`src/rtl/logic_unit_pkg.sv`:
```
// Shared definitions for the bitwise logic unit and its request arbiter.
package logic_unit_pkg;

  // Opcodes understood by the logic unit
  localparam logic [1:0] OP_AND = 2'b00;
  localparam logic [1:0] OP_OR  = 2'b01;
  localparam logic [1:0] OP_NOT = 2'b10;
  localparam logic [1:0] OP_XOR = 2'b11;

  // Arbiter FSM: accept a request, run the unit, present the result
  typedef enum logic [1:0] {
    ST_IDLE = 2'b00,
    ST_EXEC = 2'b01,
    ST_RESP = 2'b10
  } state_e;

endpackage

```
`src/rtl/logic_unit.sv`:
```
// Purely combinational bitwise datapath: y = op(a, b), full WIDTH, no extension.
module logic_unit
  import logic_unit_pkg::*;
#(
  parameter int WIDTH = 8
) (
  input  logic [1:0]       op,
  input  logic [WIDTH-1:0] a,
  input  logic [WIDTH-1:0] b,
  output logic [WIDTH-1:0] y
);

  // Select the bitwise function; NOT ignores b and complements all bits of a
  always_comb begin
    y = '0;
    case (op)
      OP_AND:  y = a & b;
      OP_OR:   y = a | b;
      OP_NOT:  y = ~a;
      OP_XOR:  y = a ^ b;
      default: y = '0;
    endcase
  end

endmodule

```
`src/rtl/logic_unit_arbiter.sv`:
```
// Round-robin arbiter sharing one logic unit between NUM_REQ requesters.
// One request is in flight at a time: accept (IDLE) -> compute (EXEC) -> hold result (RESP).
module logic_unit_arbiter
  import logic_unit_pkg::*;
#(
  parameter int NUM_REQ = 4,
  parameter int WIDTH   = 8,
  parameter int ID_W    = $clog2(NUM_REQ)
) (
  input  logic                     clk,
  input  logic                     rst,
  input  logic [NUM_REQ-1:0]       req_valid,
  output logic [NUM_REQ-1:0]       req_ready,
  input  logic [2*NUM_REQ-1:0]     req_op,
  input  logic [WIDTH*NUM_REQ-1:0] req_a,
  input  logic [WIDTH*NUM_REQ-1:0] req_b,
  output logic                     rsp_valid,
  input  logic                     rsp_ready,
  output logic [ID_W-1:0]          rsp_id,
  output logic [WIDTH-1:0]         rsp_data
);

  state_e            state_q, state_d;
  logic [ID_W-1:0]   rr_ptr_q, rr_ptr_d;
  logic [1:0]        op_q, op_d;
  logic [WIDTH-1:0]  a_q, a_d;
  logic [WIDTH-1:0]  b_q, b_d;
  logic [ID_W-1:0]   id_q, id_d;
  logic [WIDTH-1:0]  rsp_data_q, rsp_data_d;
  logic [ID_W-1:0]   rsp_id_q, rsp_id_d;
  logic              rsp_valid_q, rsp_valid_d;

  logic              found_hi_s, found_lo_s, grant_found_s;
  logic [ID_W-1:0]   grant_hi_s, grant_lo_s, grant_s;
  logic [1:0]        grant_op_s;
  logic [WIDTH-1:0]  grant_a_s, grant_b_s;
  logic [NUM_REQ-1:0] ready_s;
  logic [WIDTH-1:0]  lu_y_s;

  // Round-robin search: lowest valid index at or above rr_ptr wins, else lowest valid below it
  always_comb begin
    found_hi_s = 1'b0;
    found_lo_s = 1'b0;
    grant_hi_s = '0;
    grant_lo_s = '0;
    for (int i = NUM_REQ - 1; i >= 0; i--) begin
      if (req_valid[i]) begin
        if (ID_W'(i) >= rr_ptr_q) begin
          found_hi_s = 1'b1;
          grant_hi_s = ID_W'(i);
        end else begin
          found_lo_s = 1'b1;
          grant_lo_s = ID_W'(i);
        end
      end else begin
        found_hi_s = found_hi_s;
      end
    end
    grant_found_s = found_hi_s | found_lo_s;
    grant_s       = found_hi_s ? grant_hi_s : grant_lo_s;
  end

  // Pick the granted requester's opcode and operands
  always_comb begin
    grant_op_s = '0;
    grant_a_s  = '0;
    grant_b_s  = '0;
    for (int i = 0; i < NUM_REQ; i++) begin
      if (ID_W'(i) == grant_s) begin
        grant_op_s = req_op[2*i +: 2];
        grant_a_s  = req_a[WIDTH*i +: WIDTH];
        grant_b_s  = req_b[WIDTH*i +: WIDTH];
      end else begin
        grant_op_s = grant_op_s;
      end
    end
  end

  logic_unit #(.WIDTH(WIDTH)) u_logic_unit (
    .op (op_q),
    .a  (a_q),
    .b  (b_q),
    .y  (lu_y_s)
  );

  // FSM next state, handshake and register updates
  always_comb begin
    state_d     = state_q;
    rr_ptr_d    = rr_ptr_q;
    op_d        = op_q;
    a_d         = a_q;
    b_d         = b_q;
    id_d        = id_q;
    rsp_data_d  = rsp_data_q;
    rsp_id_d    = rsp_id_q;
    rsp_valid_d = rsp_valid_q;
    ready_s     = '0;
    case (state_q)
      ST_IDLE: begin
        if (grant_found_s) begin
          ready_s  = {{(NUM_REQ-1){1'b0}}, 1'b1} << grant_s;
          op_d     = grant_op_s;
          a_d      = grant_a_s;
          b_d      = grant_b_s;
          id_d     = grant_s;
          rr_ptr_d = (grant_s == ID_W'(NUM_REQ - 1)) ? '0 : grant_s + ID_W'(1);
          state_d  = ST_EXEC;
        end else begin
          state_d  = ST_IDLE;
        end
      end
      ST_EXEC: begin
        rsp_data_d  = lu_y_s;
        rsp_id_d    = id_q;
        rsp_valid_d = 1'b1;
        state_d     = ST_RESP;
      end
      ST_RESP: begin
        if (rsp_ready) begin
          rsp_valid_d = 1'b0;
          state_d     = ST_IDLE;
        end else begin
          state_d     = ST_RESP;
        end
      end
      default: begin
        rsp_valid_d = 1'b0;
        state_d     = ST_IDLE;
      end
    endcase
  end

  // req_ready is forced low while reset is asserted, even though state already reads IDLE
  always_comb begin
    if (rst) begin
      req_ready = '0;
    end else begin
      req_ready = ready_s;
    end
  end

  // State, operand and result registers with asynchronous reset
  always_ff @(posedge clk or posedge rst) begin
    if (rst) begin
      state_q     <= ST_IDLE;
      rr_ptr_q    <= '0;
      op_q        <= 2'b00;
      a_q         <= '0;
      b_q         <= '0;
      id_q        <= '0;
      rsp_data_q  <= '0;
      rsp_id_q    <= '0;
      rsp_valid_q <= 1'b0;
    end else begin
      state_q     <= state_d;
      rr_ptr_q    <= rr_ptr_d;
      op_q        <= op_d;
      a_q         <= a_d;
      b_q         <= b_d;
      id_q        <= id_d;
      rsp_data_q  <= rsp_data_d;
      rsp_id_q    <= rsp_id_d;
      rsp_valid_q <= rsp_valid_d;
    end
  end

  assign rsp_valid = rsp_valid_q;
  assign rsp_data  = rsp_data_q;
  assign rsp_id    = rsp_id_q;

endmodule

```
`config.mk`:
```
export PLATFORM = sky130hd
export DESIGN_NAME = logic_unit_arbiter
export DESIGN_NICKNAME = d
export VERILOG_FILES = /design/src/rtl/logic_unit_pkg.sv /design/src/rtl/logic_unit.sv /design/src/rtl/logic_unit_arbiter.sv
export SDC_FILE = /design/constraint.sdc
export NUM_CORES = 1
export LEC_CHECK = 0
export CAP_MARGIN = 20
export CORE_MARGIN = 8
export CORE_UTILIZATION = 49
export CTS_CLUSTER_SIZE = 28
export DETAILED_ROUTE_END_ITERATION = 16
export PLACE_DENSITY = 0.86
export SLEW_MARGIN = 0
export SYNTH_ARGS = -nofsm -noshare
export SYNTH_HDL_FRONTEND = slang
export SYNTH_SLANG_ARGS = --single-unit
```
`constraint.sdc`:
```
create_clock -name clk -period 6.1 [get_ports clk]
set_clock_uncertainty 0.15 [all_clocks]
set_input_delay 1.22 -clock clk [delete_from_list [all_inputs] [get_ports clk]]
set_output_delay 1.22 -clock clk [all_outputs]
set_load 0.01 [all_outputs]
```
==> results by group, run 1 <==
Logic synthesis
  – Share of the synthesized area in the top cell type: 33.30%
  – Sequential share of the synthesized area: 33.30%
  – Yosys cell types: 34
  – EDFF count, synth: 0
  – Mapped Nets: 384
  – Avg Synthesized Cell Area: 9.228 um^2
  – Synth Area in XOR/XNOR: 0%
  – Top cells by instance count after synthesis: inv_1 (44), a21oi_1 (38), dfrtp_1 (35)
  – Cell area after synthesis: 0.002630 mm^2
  – Post-synth top area cell: dfrtp_1
  – Syn. warnings: 0
  – Synth Area in Simple Gates: 12.56%
  – Fraction of the mapped netlist area in adder cells: 9.515%
  – Most common cell in the netlist: inv_1
  – Main combinational cell family by area after synthesis: compound AO/OA/AOI/OAI gates
  – Post-Synthesis Cells: 285
  – Synth Flop Type: dfrtp_1
  – Synth top area cells: dfrtp_1 (33%), ha_1 (9.5%), a21oi_1 (7.2%)
  – Post-synthesis mux area share: 12.08%
  – FFs w/ async S/R, synth: 100.0%
  – #FFs+latches synth: 35
  – Synth Area in Compound Gates: 20.79%

STA
  – RSZ-0062 raised after global routing: no
  – Post-route minimum period: 5.239 ns
  – Slew @ Worst Pin: 0.5631 ns
  – Max Slew Vio Count: 0
  – Max_slew headroom: 62.21%
  – Final setup fails: 0
  – FMAX: 0.1909 GHz
  – Final hold vios: 0
  – Crit share post-route: 85.89%
  – Final setup TNS: 0 ns

Cells and area
  – FILL cells: 423
  – Share of layout cells above drive strength 1: 10.30%
  – Diodes inserted: 0
  – Register area: 875.8 um^2
  – Layout area overhead: 39.58%
  – Footprint of the multi-input gates: 0.001445 mm^2
  – Layout net count: 467

GRT
  – GRT Overall Usage: 19.72%
  – First-pass GRT wire length: 12.03 mm
  – Largest net degree at the start of global routing: 38
  – Grt ovf: 0
  – Initial antenna violation count: 0
  – Vias in the first global route: 2511

Setup path
  – Crit Path Max Fanout: 37
  – Critical path class: input port to output port
  – Worst setup SP type: input port
  – Critical Path AT: 3.87 ns
  – WP data required: 4.73 ns
  – Critical Path End Type: output port
  – Worst R2R Path Depth: 8

Clock network
  – Reg clk slew, reported paths: 0.07 ns
  – CTS tree: built
  – CTS Sinks: 35
  – Worst skew pair latency: 0.29 ns
  – Clk root buf: clkbuf_8
  – Clk buf depth: 2
  – Inserted Clock Buffers: 5
  – Hold_buf cts: 0
  – Post-cts gate resize count: 0
  – H-tree Lvls: 2
  – Total setup buffers inserted after CTS: 0

Placed design
  – Gp weighted congestion: 0.8298
  – Placed wire-length estimate: 5.946 mm
  – Buffers on Ports: 93

Floorplan
  – Die Width: 89.26 um
  – I/O Pins: 94
  – Initial core utilization: 51.17%
  – DIE HEIGHT: 89.26 um
  – Row Count: 26
  – DIE AREA: 0.007967 mm^2
  – Core area: 0.005140 mm^2

Route
  – TritonRoute pass-1 iters: 4
  – Initial drt markers: 175
  – DRC viols: 0
  – Drt wl/cell: 17.26 um
  – Vias per std cell: 5.585
  – Final antenna-violating net count: 0
  – Routed vias: 2452
  – Routed WL: 7.576 mm

Min path
  – Hold Path Depth: 1
  – Hold Crit Class: register to register

Pwr
  – Maximum vdd drop: 0.1922 mV
  – Static leakage: 1.599 nW
  – Tot Pwr: 1.666 mW
  – Cell Pwr Density: 453.7 mW/mm^2

Flow run
  – Max-Cap Viols: 0

Status
  – Status: completed
==> layout make-up <==
class,count,area share (%)
tap,70,2.386
clock inverter,2,0.9543
sequential,35,23.86
timing repair buffer,99,26.58
clock buffer,6,2.249
multi-input combinational,182,39.37
inverter,45,4.601
==> placed cells by master (no fill, tap or decap), drive strengths merged, types with 2 or more instances in the layout <==
cell type	instances
o31ai	2
clkdlybuf4s50	93
nand2	22
ha	20
nor2	5
clkbuf	6
nand3b	18
buf	6
or2	2
a31oi	18
nand2b	3
mux4	8
a221o	18
inv	45
and3	4
o21ai	3
dfrtp	35
mux2	11
a21oi	38
==> kinds of logic (layout without fill, tap and decap cells) <==
family          after synthesis  after routing
buf+inv                      68            152
compound gates               83             83
simple gates                 59             59
flops                        35             35
mux                          20             20
fa+ha+maj                    20             20
==> layer usage <==
layer	wire length, um	global-route usage, %	vias up
li1	-	-	1175
met1	2919	22.91	1172
met2	3982	33.20	92
met3	495	5.699	13
met4	178	8.157	0
met5	0	0	-
==> worst max-delay path: stages <==
cell and delay (ns):
clkdlybuf4s50_1 0.58, nand2_1 0.13, a311oi_1 0.54, or2_2 0.24, ha_1 0.14, buf_4 0.28, and3_1 0.20, clkdlybuf4s50_1 0.54
==> power by group <==
| group | internal, mW | switching [mW] | total (mW) |
|---|---|---|---|
| sequential | 0.358 | 0.114 | 0.473 |
| combinational | 0.517 | 0.460 | 0.977 |
| clock | 0.132 | 0.0837 | 0.216 |
| total | 1.01 | 0.659 | 1.67 |
==> sequential cells by signal, summed over array words and instances, names as in the netlist <==
register	cells
rsp_valid	1
a_q	8
rr_ptr_q	2
id_q	2
op_q	2
state_q	2
rsp_data	8
b_q	8
rsp_id	2
==> worst paths after layout <==
kind	to	startpoint	slack, ns
hold / removal	rsp_valid	rsp_valid	0.35
setup / recovery	req_ready[1]	req_valid[0]	0.86
hold reg to reg	rsp_valid	rsp_valid	0.35
min in group asynchronous	rsp_data[6]	rst	1.37
max in group asynchronous	b_q[3]	rst	4.12
setup reg to reg	a_q[2]	rr_ptr_q[1]	3.42
==> metrics by stage <==
step	setup slack [ns]	hold slack, ns	utilization, %	std cells	instance area, um^2
finish	0.8608	0.3494	71.42	439	3671
global route	0.7362	0.3702	71.42	439	3671
CTS	0.9107	0.3499	71.28	438	3664
detailed placement	0.9462	0.3328	68.99	430	3546
global placement	1.124	0.3313	68.99	430	3546
floorplan	2.130	0.3231	-	285	2630
Note: power is estimated with default switching activity, not from simulation.
==> run 2, diff against run 1 <==
--- a/config.mk
+++ b/config.mk
@@ -11,6 +11,7 @@
 export CTS_CLUSTER_SIZE = 28
 export DETAILED_ROUTE_END_ITERATION = 16
 export PLACE_DENSITY = 0.86
+export SETUP_SLACK_MARGIN = 0.3
 export SLEW_MARGIN = 0
 export SYNTH_ARGS = -nofsm -noshare
 export SYNTH_HDL_FRONTEND = slang
==> constraint.sdc (replaced) <==
create_clock -name clk -period 6.77 [get_ports clk]
set_clock_uncertainty 0.15 [all_clocks]
set_input_delay 1.354 -clock clk [delete_from_list [all_inputs] [get_ports clk]]
set_output_delay 1.354 -clock clk [all_outputs]
set_load 0.01 [all_outputs]
==> results by group, run 2 (same netlist as run 1, synthesis figures left out) <==
GRT
  – Initial antenna violation count: 0 (unchanged)
  – Grt ovf: 0 (unchanged)
  – Vias in the first global route: 2460 (-2.0%)
  – GRT Overall Usage: 18.33% (-1.4 points)
  – Largest net degree at the start of global routing: 40 (+5.3%)
  – First-pass GRT wire length: 11.43 mm (-5.0%)

STA
  – Post-route minimum period: 5.273 ns
  – Final hold vios: 0 (unchanged)
  – Slew @ Worst Pin: 0.5041 ns (-0.05899 ns)
  – Crit share post-route: 77.89%
  – Max Slew Vio Count: 0 (unchanged)
  – RSZ-0062 raised after global routing: no
  – FMAX: 0.1896 GHz
  – Final setup TNS: 0 ns (unchanged)
  – Final setup fails: 0 (unchanged)
  – Max_slew headroom: 66.40% (+4.2 points)

Route
  – Drt wl/cell: 16.62 um (-3.7%)
  – Initial drt markers: 211 (+21%)
  – Vias per std cell: 5.736 (+2.7%)
  – DRC viols: 0 (unchanged)
  – Routed vias: 2518 (+2.7%)
  – Final antenna-violating net count: 0 (unchanged)
  – TritonRoute pass-1 iters: 5 (+1)
  – Routed WL: 7.295 mm (-3.7%)

Pwr
  – Cell Pwr Density: 404.5 mW/mm^2 (-11%)
  – Sequential share of power: 29.0% (+0.6 points)
  – NetSw: 0.5801 mW (-12%)
  – Maximum vdd drop: 0.2095 mV (+9.0%)
  – Clock share of power: 13.1% (about the same)
  – Int Power: 0.9047 mW (-10%)
  – Tot Pwr: 1.485 mW (-11%)
  – Static leakage: 1.599 nW (unchanged)
  – Gate power share: 58.0% (-0.7 points)
  – Switching share of total power: 39.07% (-0.47 points)

Cells and area
  – Most frequent cells in the layout: clkdlybuf4s50_1 (93), inv_1 (44), a21oi_1 (38)
  – Diodes inserted: 0 (unchanged)
  – FILL cells: 414 (-2.1%)
  – Layout net count: 467 (unchanged)
  – Layout area overhead: 39.58% (unchanged)
  – Final instance area: 0.003671 mm^2 (unchanged)
  – Share of layout cells above drive strength 1: 10.30% (unchanged)
  – Most common cell after layout, fill and taps aside: clkdlybuf4s50_1

Placed design
  – Buffers on Ports: 93 (unchanged)
  – Placed wire-length estimate: 5.825 mm (-2.0%)
  – Area after DPL: 0.003553 mm^2 (+0.21%)
  – Gp weighted congestion: 0.8287 (-0.13%)

Setup path
  – Worst setup SP type: input port
  – WP data required: 5.27 ns (+0.54 ns)
  – Critical path class: input port to output port
  – Critical Path End Type: output port
  – Critical Path AT: 3.77 ns (-0.10 ns)
  – Crit Path Max Fanout: 37 (unchanged)

Floorplan
  – Initial core utilization: 51.17% (unchanged)
  – DIE AREA: 0.007967 mm^2 (unchanged)
  – I/O Pins: 94 (unchanged)
  – Core area: 0.005140 mm^2 (unchanged)
  – DIE HEIGHT: 89.26 um (unchanged)
  – Die Width: 89.26 um (unchanged)
  – Row Count: 26 (unchanged)

Clock network
  – Inserted Clock Buffers: 5 (unchanged)
  – Reg clk slew, reported paths: 0.06 ns (about the same)
  – Total setup buffers inserted after CTS: 0 (unchanged)
  – Worst skew pair latency: 0.29 ns (about the same)
  – Clk root buf: clkbuf_8
  – Post-cts gate resize count: 0 (unchanged)
  – Clk buf depth: 2 (unchanged)
  – CTS Sinks: 35 (unchanged)
  – H-tree Lvls: 2 (unchanged)
  – Hold_buf cts: 0 (unchanged)
  – CTS tree: built

Min path
  – Hold Crit Class: register to register

Status
  – Status: completed

Flow run
  – Max-Cap Viols: 0 (unchanged)
[run 2: cell counts in the layout (fill, tap and decap cells not counted)]
Identical to the previous run, type by type.
[run 2: power by group through the flow]
stage               clock network [mW]  logic [mW]  registers, mW
global route                     0.204       0.947          0.449
global placement                     0       0.809          0.424
floorplan                            0       0.636          0.401
CTS                              0.194       0.866          0.431
finish                           0.194       0.861          0.430
detailed placement                   0       0.860          0.435
[run 2: final timing paths]
path	depth (start not counted)	slack (ns)	to	start
min	1	0.35	rsp_valid	rsp_valid
min in group asynchronous	3	1.33	b_q[3]	rst
max	8	1.50	req_ready[3]	req_valid[2]
max reg2reg	8	4.07	b_q[7]	rr_ptr_q[1]
max in group asynchronous	3	4.82	a_q[7]	rst
min reg2reg	1	0.35	rsp_valid	rsp_valid
[run 2: worst max-delay path, cell delays in order]
cell and delay (ns):
clkdlybuf4s50_1 0.51, mux2i_1 0.18, nor2_1 0.10, nor3_1 0.31, ha_1 0.21, buf_4 0.33, and3_1 0.22, clkdlybuf4s50_1 0.54
[run 2: layer usage]
metal  track usage, %  vias to the layer above  share of wire (%)
met3            4.688                       14                8.3
met4            6.949                        0                1.9
li1                 -                     1179                  -
met2            32.46                      110                 53
met1            20.55                     1215                 37
met5                0                        -                  0
[run 2: area by class of cell]
cell class	instances	area (um^2)	share of cell area (%)
clock buffer	6	82.58	2.249
clock inverter	2	35.03	0.9543
inverter	45	168.9	4.601
multi-input combinational	182	1445	39.37
sequential	35	875.8	23.86
tap	70	87.58	2.386
timing repair buffer	99	975.9	26.58
[run 2: stage by stage]
stage	std cells	hold slack [ns]	setup slack (ns)	util, %
after floorplan	285	0.3231	2.532	-
after global placement	431	0.3336	1.609	69.13
after detailed placement	431	0.3394	1.514	69.13
after CTS	439	0.3547	1.510	71.42
after global routing	439	0.3585	1.366	71.42
final	439	0.3487	1.497	71.42
==> run 3, diff against run 2 <==
--- a/config.mk
+++ b/config.mk
@@ -7,10 +7,10 @@
 export LEC_CHECK = 0
 export CAP_MARGIN = 20
 export CORE_MARGIN = 8
-export CORE_UTILIZATION = 49
+export CORE_UTILIZATION = 46
 export CTS_CLUSTER_SIZE = 28
 export DETAILED_ROUTE_END_ITERATION = 16
-export PLACE_DENSITY = 0.86
+export PLACE_DENSITY = 0.82
 export SETUP_SLACK_MARGIN = 0.3
 export SLEW_MARGIN = 0
 export SYNTH_ARGS = -nofsm -noshare
==> constraint.sdc (replaced) <==
create_clock -name clk -period 5.35 [get_ports clk]
set_clock_uncertainty 0.15 [all_clocks]
set_input_delay 1.07 -clock clk [delete_from_list [all_inputs] [get_ports clk]]
set_output_delay 1.07 -clock clk [all_outputs]
set_load 0.01 [all_outputs]
==> results by group, run 3 (same netlist as run 1, synthesis figures left out) <==
Setup path
  – Worst R2R Path Depth: 8 (unchanged)
  – Critical Path AT: 3.36 ns (-0.41 ns)
  – Crit Path Max Fanout: 6 (-84%)
  – Worst setup SP type: input port
  – Reg2reg start: rr_ptr_q[1]
  – Critical Path End Type: output port
  – WP data required: 4.13 ns (-1.14 ns)
  – Critical path class: input port to output port
  – Worst reg2reg setup slack: 2.71 ns (-1.36 ns)
  – Critical register-to-register path endpoint: op_q[1]

Pwr
  – Maximum vdd drop: 0.2250 mV (+7.4%)
  – Gate power share: 59.2% (+1.2 points)
  – Int Power: 1.111 mW (+23%)
  – Sequential share of power: 29.4% (+0.4 points)
  – Static leakage: 1.590 nW (-0.60%)
  – Clock share of power: 11.4% (-1.7 points)
  – Switching share of total power: 40.17% (+1.1 points)
  – NetSw: 0.7459 mW (+29%)
  – Cell Pwr Density: 507.9 mW/mm^2 (+26%)
  – Tot Pwr: 1.857 mW (+25%)

Floorplan
  – DIE AREA: 0.008393 mm^2 (+5.3%)
  – Initial core utilization: 47.76% (-3.4 points)
  – Row Count: 27 (+3.8%)
  – Core area: 0.005507 mm^2 (+7.1%)
  – I/O Pins: 94 (unchanged)
  – Die Width: 91.62 um (+2.6%)
  – DIE HEIGHT: 91.62 um (+2.6%)

GRT
  – Largest net degree at the start of global routing: 37 (-7.5%)
  – Vias in the first global route: 2620 (+6.5%)
  – Met2 Use GR: 32.17% (-0.29 points)
  – Met1 track demand over resource: 20.37% (-0.19 points)
  – GRT Overall Usage: 18.48% (+0.15 points)
  – First-pass GRT wire length: 12.52 mm (+9.5%)
  – Initial antenna violation count: 0 (unchanged)
  – Grt met3 use: 5.134% (+0.45 points)
  – Grt ovf: 0 (unchanged)
  – Busiest layer in global routing: met2

Placed design
  – Placed wire-length estimate: 5.946 mm (+2.1%)
  – Buffers on Ports: 93 (unchanged)
  – Gp weighted congestion: 0.8452 (+2.0%)

STA
  – Max Slew Vio Count: 0 (unchanged)
  – Final setup TNS: 0 ns (unchanged)
  – Post-route minimum period: 4.578 ns
  – FMAX: 0.2184 GHz
  – Final setup fails: 0 (unchanged)
  – RSZ-0062 raised after global routing: no
  – Final hold vios: 0 (unchanged)
  – Max_slew headroom: 58.23% (-8.2 points)
  – Crit share post-route: 85.58%
  – Slew @ Worst Pin: 0.6259 ns (+0.1218 ns)

Route
  – Initial drt markers: 128 (-39%)
  – Drt wl/cell: 17.30 um (+4.1%)
  – Routed vias: 2485 (-1.3%)
  – Vias per std cell: 5.635 (-1.8%)
  – Routed WL: 7.631 mm (+4.6%)
  – TritonRoute pass-1 iters: 4 (-1)
  – Final antenna-violating net count: 0 (unchanged)
  – DRC viols: 0 (unchanged)

Clock network
  – Hold_buf cts: 0 (unchanged)
  – Clk root buf: clkbuf_8
  – Post-cts gate resize count: 0 (unchanged)
  – Inserted Clock Buffers: 5 (unchanged)
  – Total setup buffers inserted after CTS: 0 (unchanged)
  – Reg clk slew, reported paths: 0.07 ns (about the same)
  – CTS tree: built
  – Clk buf depth: 2 (unchanged)
  – CTS Sinks: 35 (unchanged)
  – Worst skew pair latency: 0.29 ns (about the same)
  – H-tree Lvls: 2 (unchanged)

Cells and area
  – Final Util: 66.39% (-5.0 points)
  – Layout net count: 467 (unchanged)
  – Diodes inserted: 0 (unchanged)
  – Most frequent cells in the layout: clkdlybuf4s50_1 (93), inv_1 (44), a21oi_1 (38)
  – Share of layout cells above drive strength 1: 10.03% (-0.27 points)
  – Layout area overhead: 39.01%
  – Most common cell after layout, fill and taps aside: clkdlybuf4s50_1

Min path
  – Hold path startpoint: rsp_valid
  – Hold Crit Class: register to register
  – Hold Path Depth: 1 (unchanged)
  – Min-Delay Endpoint: rsp_valid

Status
  – Status: completed

Flow run
  – Max-Cap Viols: 0 (unchanged)
[run 3: cell types whose count changed in the layout (fill, tap and decap cells not counted)]
| cell | change |
|---|---|
| bufinv_16 | -1 |
| clkbuf_1 | +1 |
| clkbuf_8 | +1 |
| clkinv_2 | -1 |
[run 3: through the flow]
stage,instance area (um^2),hold slack (ns),cells,setup slack (ns)
CTS,3656,0.3472,441,0.8003
detailed placement,3556,0.3315,433,0.8064
global route,3656,0.3682,441,0.6554
global placement,3556,0.3259,433,0.8785
floorplan,2630,0.3231,285,1.680
finish,3656,0.3405,441,0.7716
[run 3: final cells by class]
cell class / count / area, um^2
clock buffers: 8 / 100.1
fillers: 449 / 1851
inverters: 45 / 168.9
multi-input cells: 182 / 1445
flip-flops and latches: 35 / 875.8
well taps: 72 / 90.09
repair buffers: 99 / 975.9
[run 3: how the worst max path moves through the flow]
stage | start | end | slack [ns] | depth (start not counted)
2_1_floorplan | req_valid[2] | req_ready[3] | 1.68 | 7
3_3_place_gp | req_valid[1] | req_ready[0] | 0.88 | 6
3_5_place_dp | req_valid[0] | req_ready[0] | 0.81 | 7
4_1_cts | req_valid[2] | req_ready[0] | 0.80 | 7
5_1_grt | req_valid[2] | req_ready[0] | 0.66 | 7
6_report | req_valid[2] | req_ready[0] | 0.77 | 7
[run 3: power by group through the flow]
stage	clock network (mW)	logic [mW]	registers (mW)
detailed placement	0	1.10	0.548
finish	0.211	1.10	0.545
floorplan	0	0.805	0.508
global placement	0	1.05	0.538
global route	0.226	1.22	0.568
CTS	0.216	1.11	0.546
[run 3: worst max-delay path, stage by stage]
cell             delay, ns
clkdlybuf4s50_1       0.52
nor2b_1               0.21
a311oi_1              0.42
or2_2                 0.21
ha_1                  0.16
and3_1                0.18
clkdlybuf4s50_1       0.58
[run 3: routing by layer]
metal  vias up  wire length, um
met1      1205             2944
met3        21              452
met5         -                0
li1       1176                -
met2        83             3966
met4         0              268
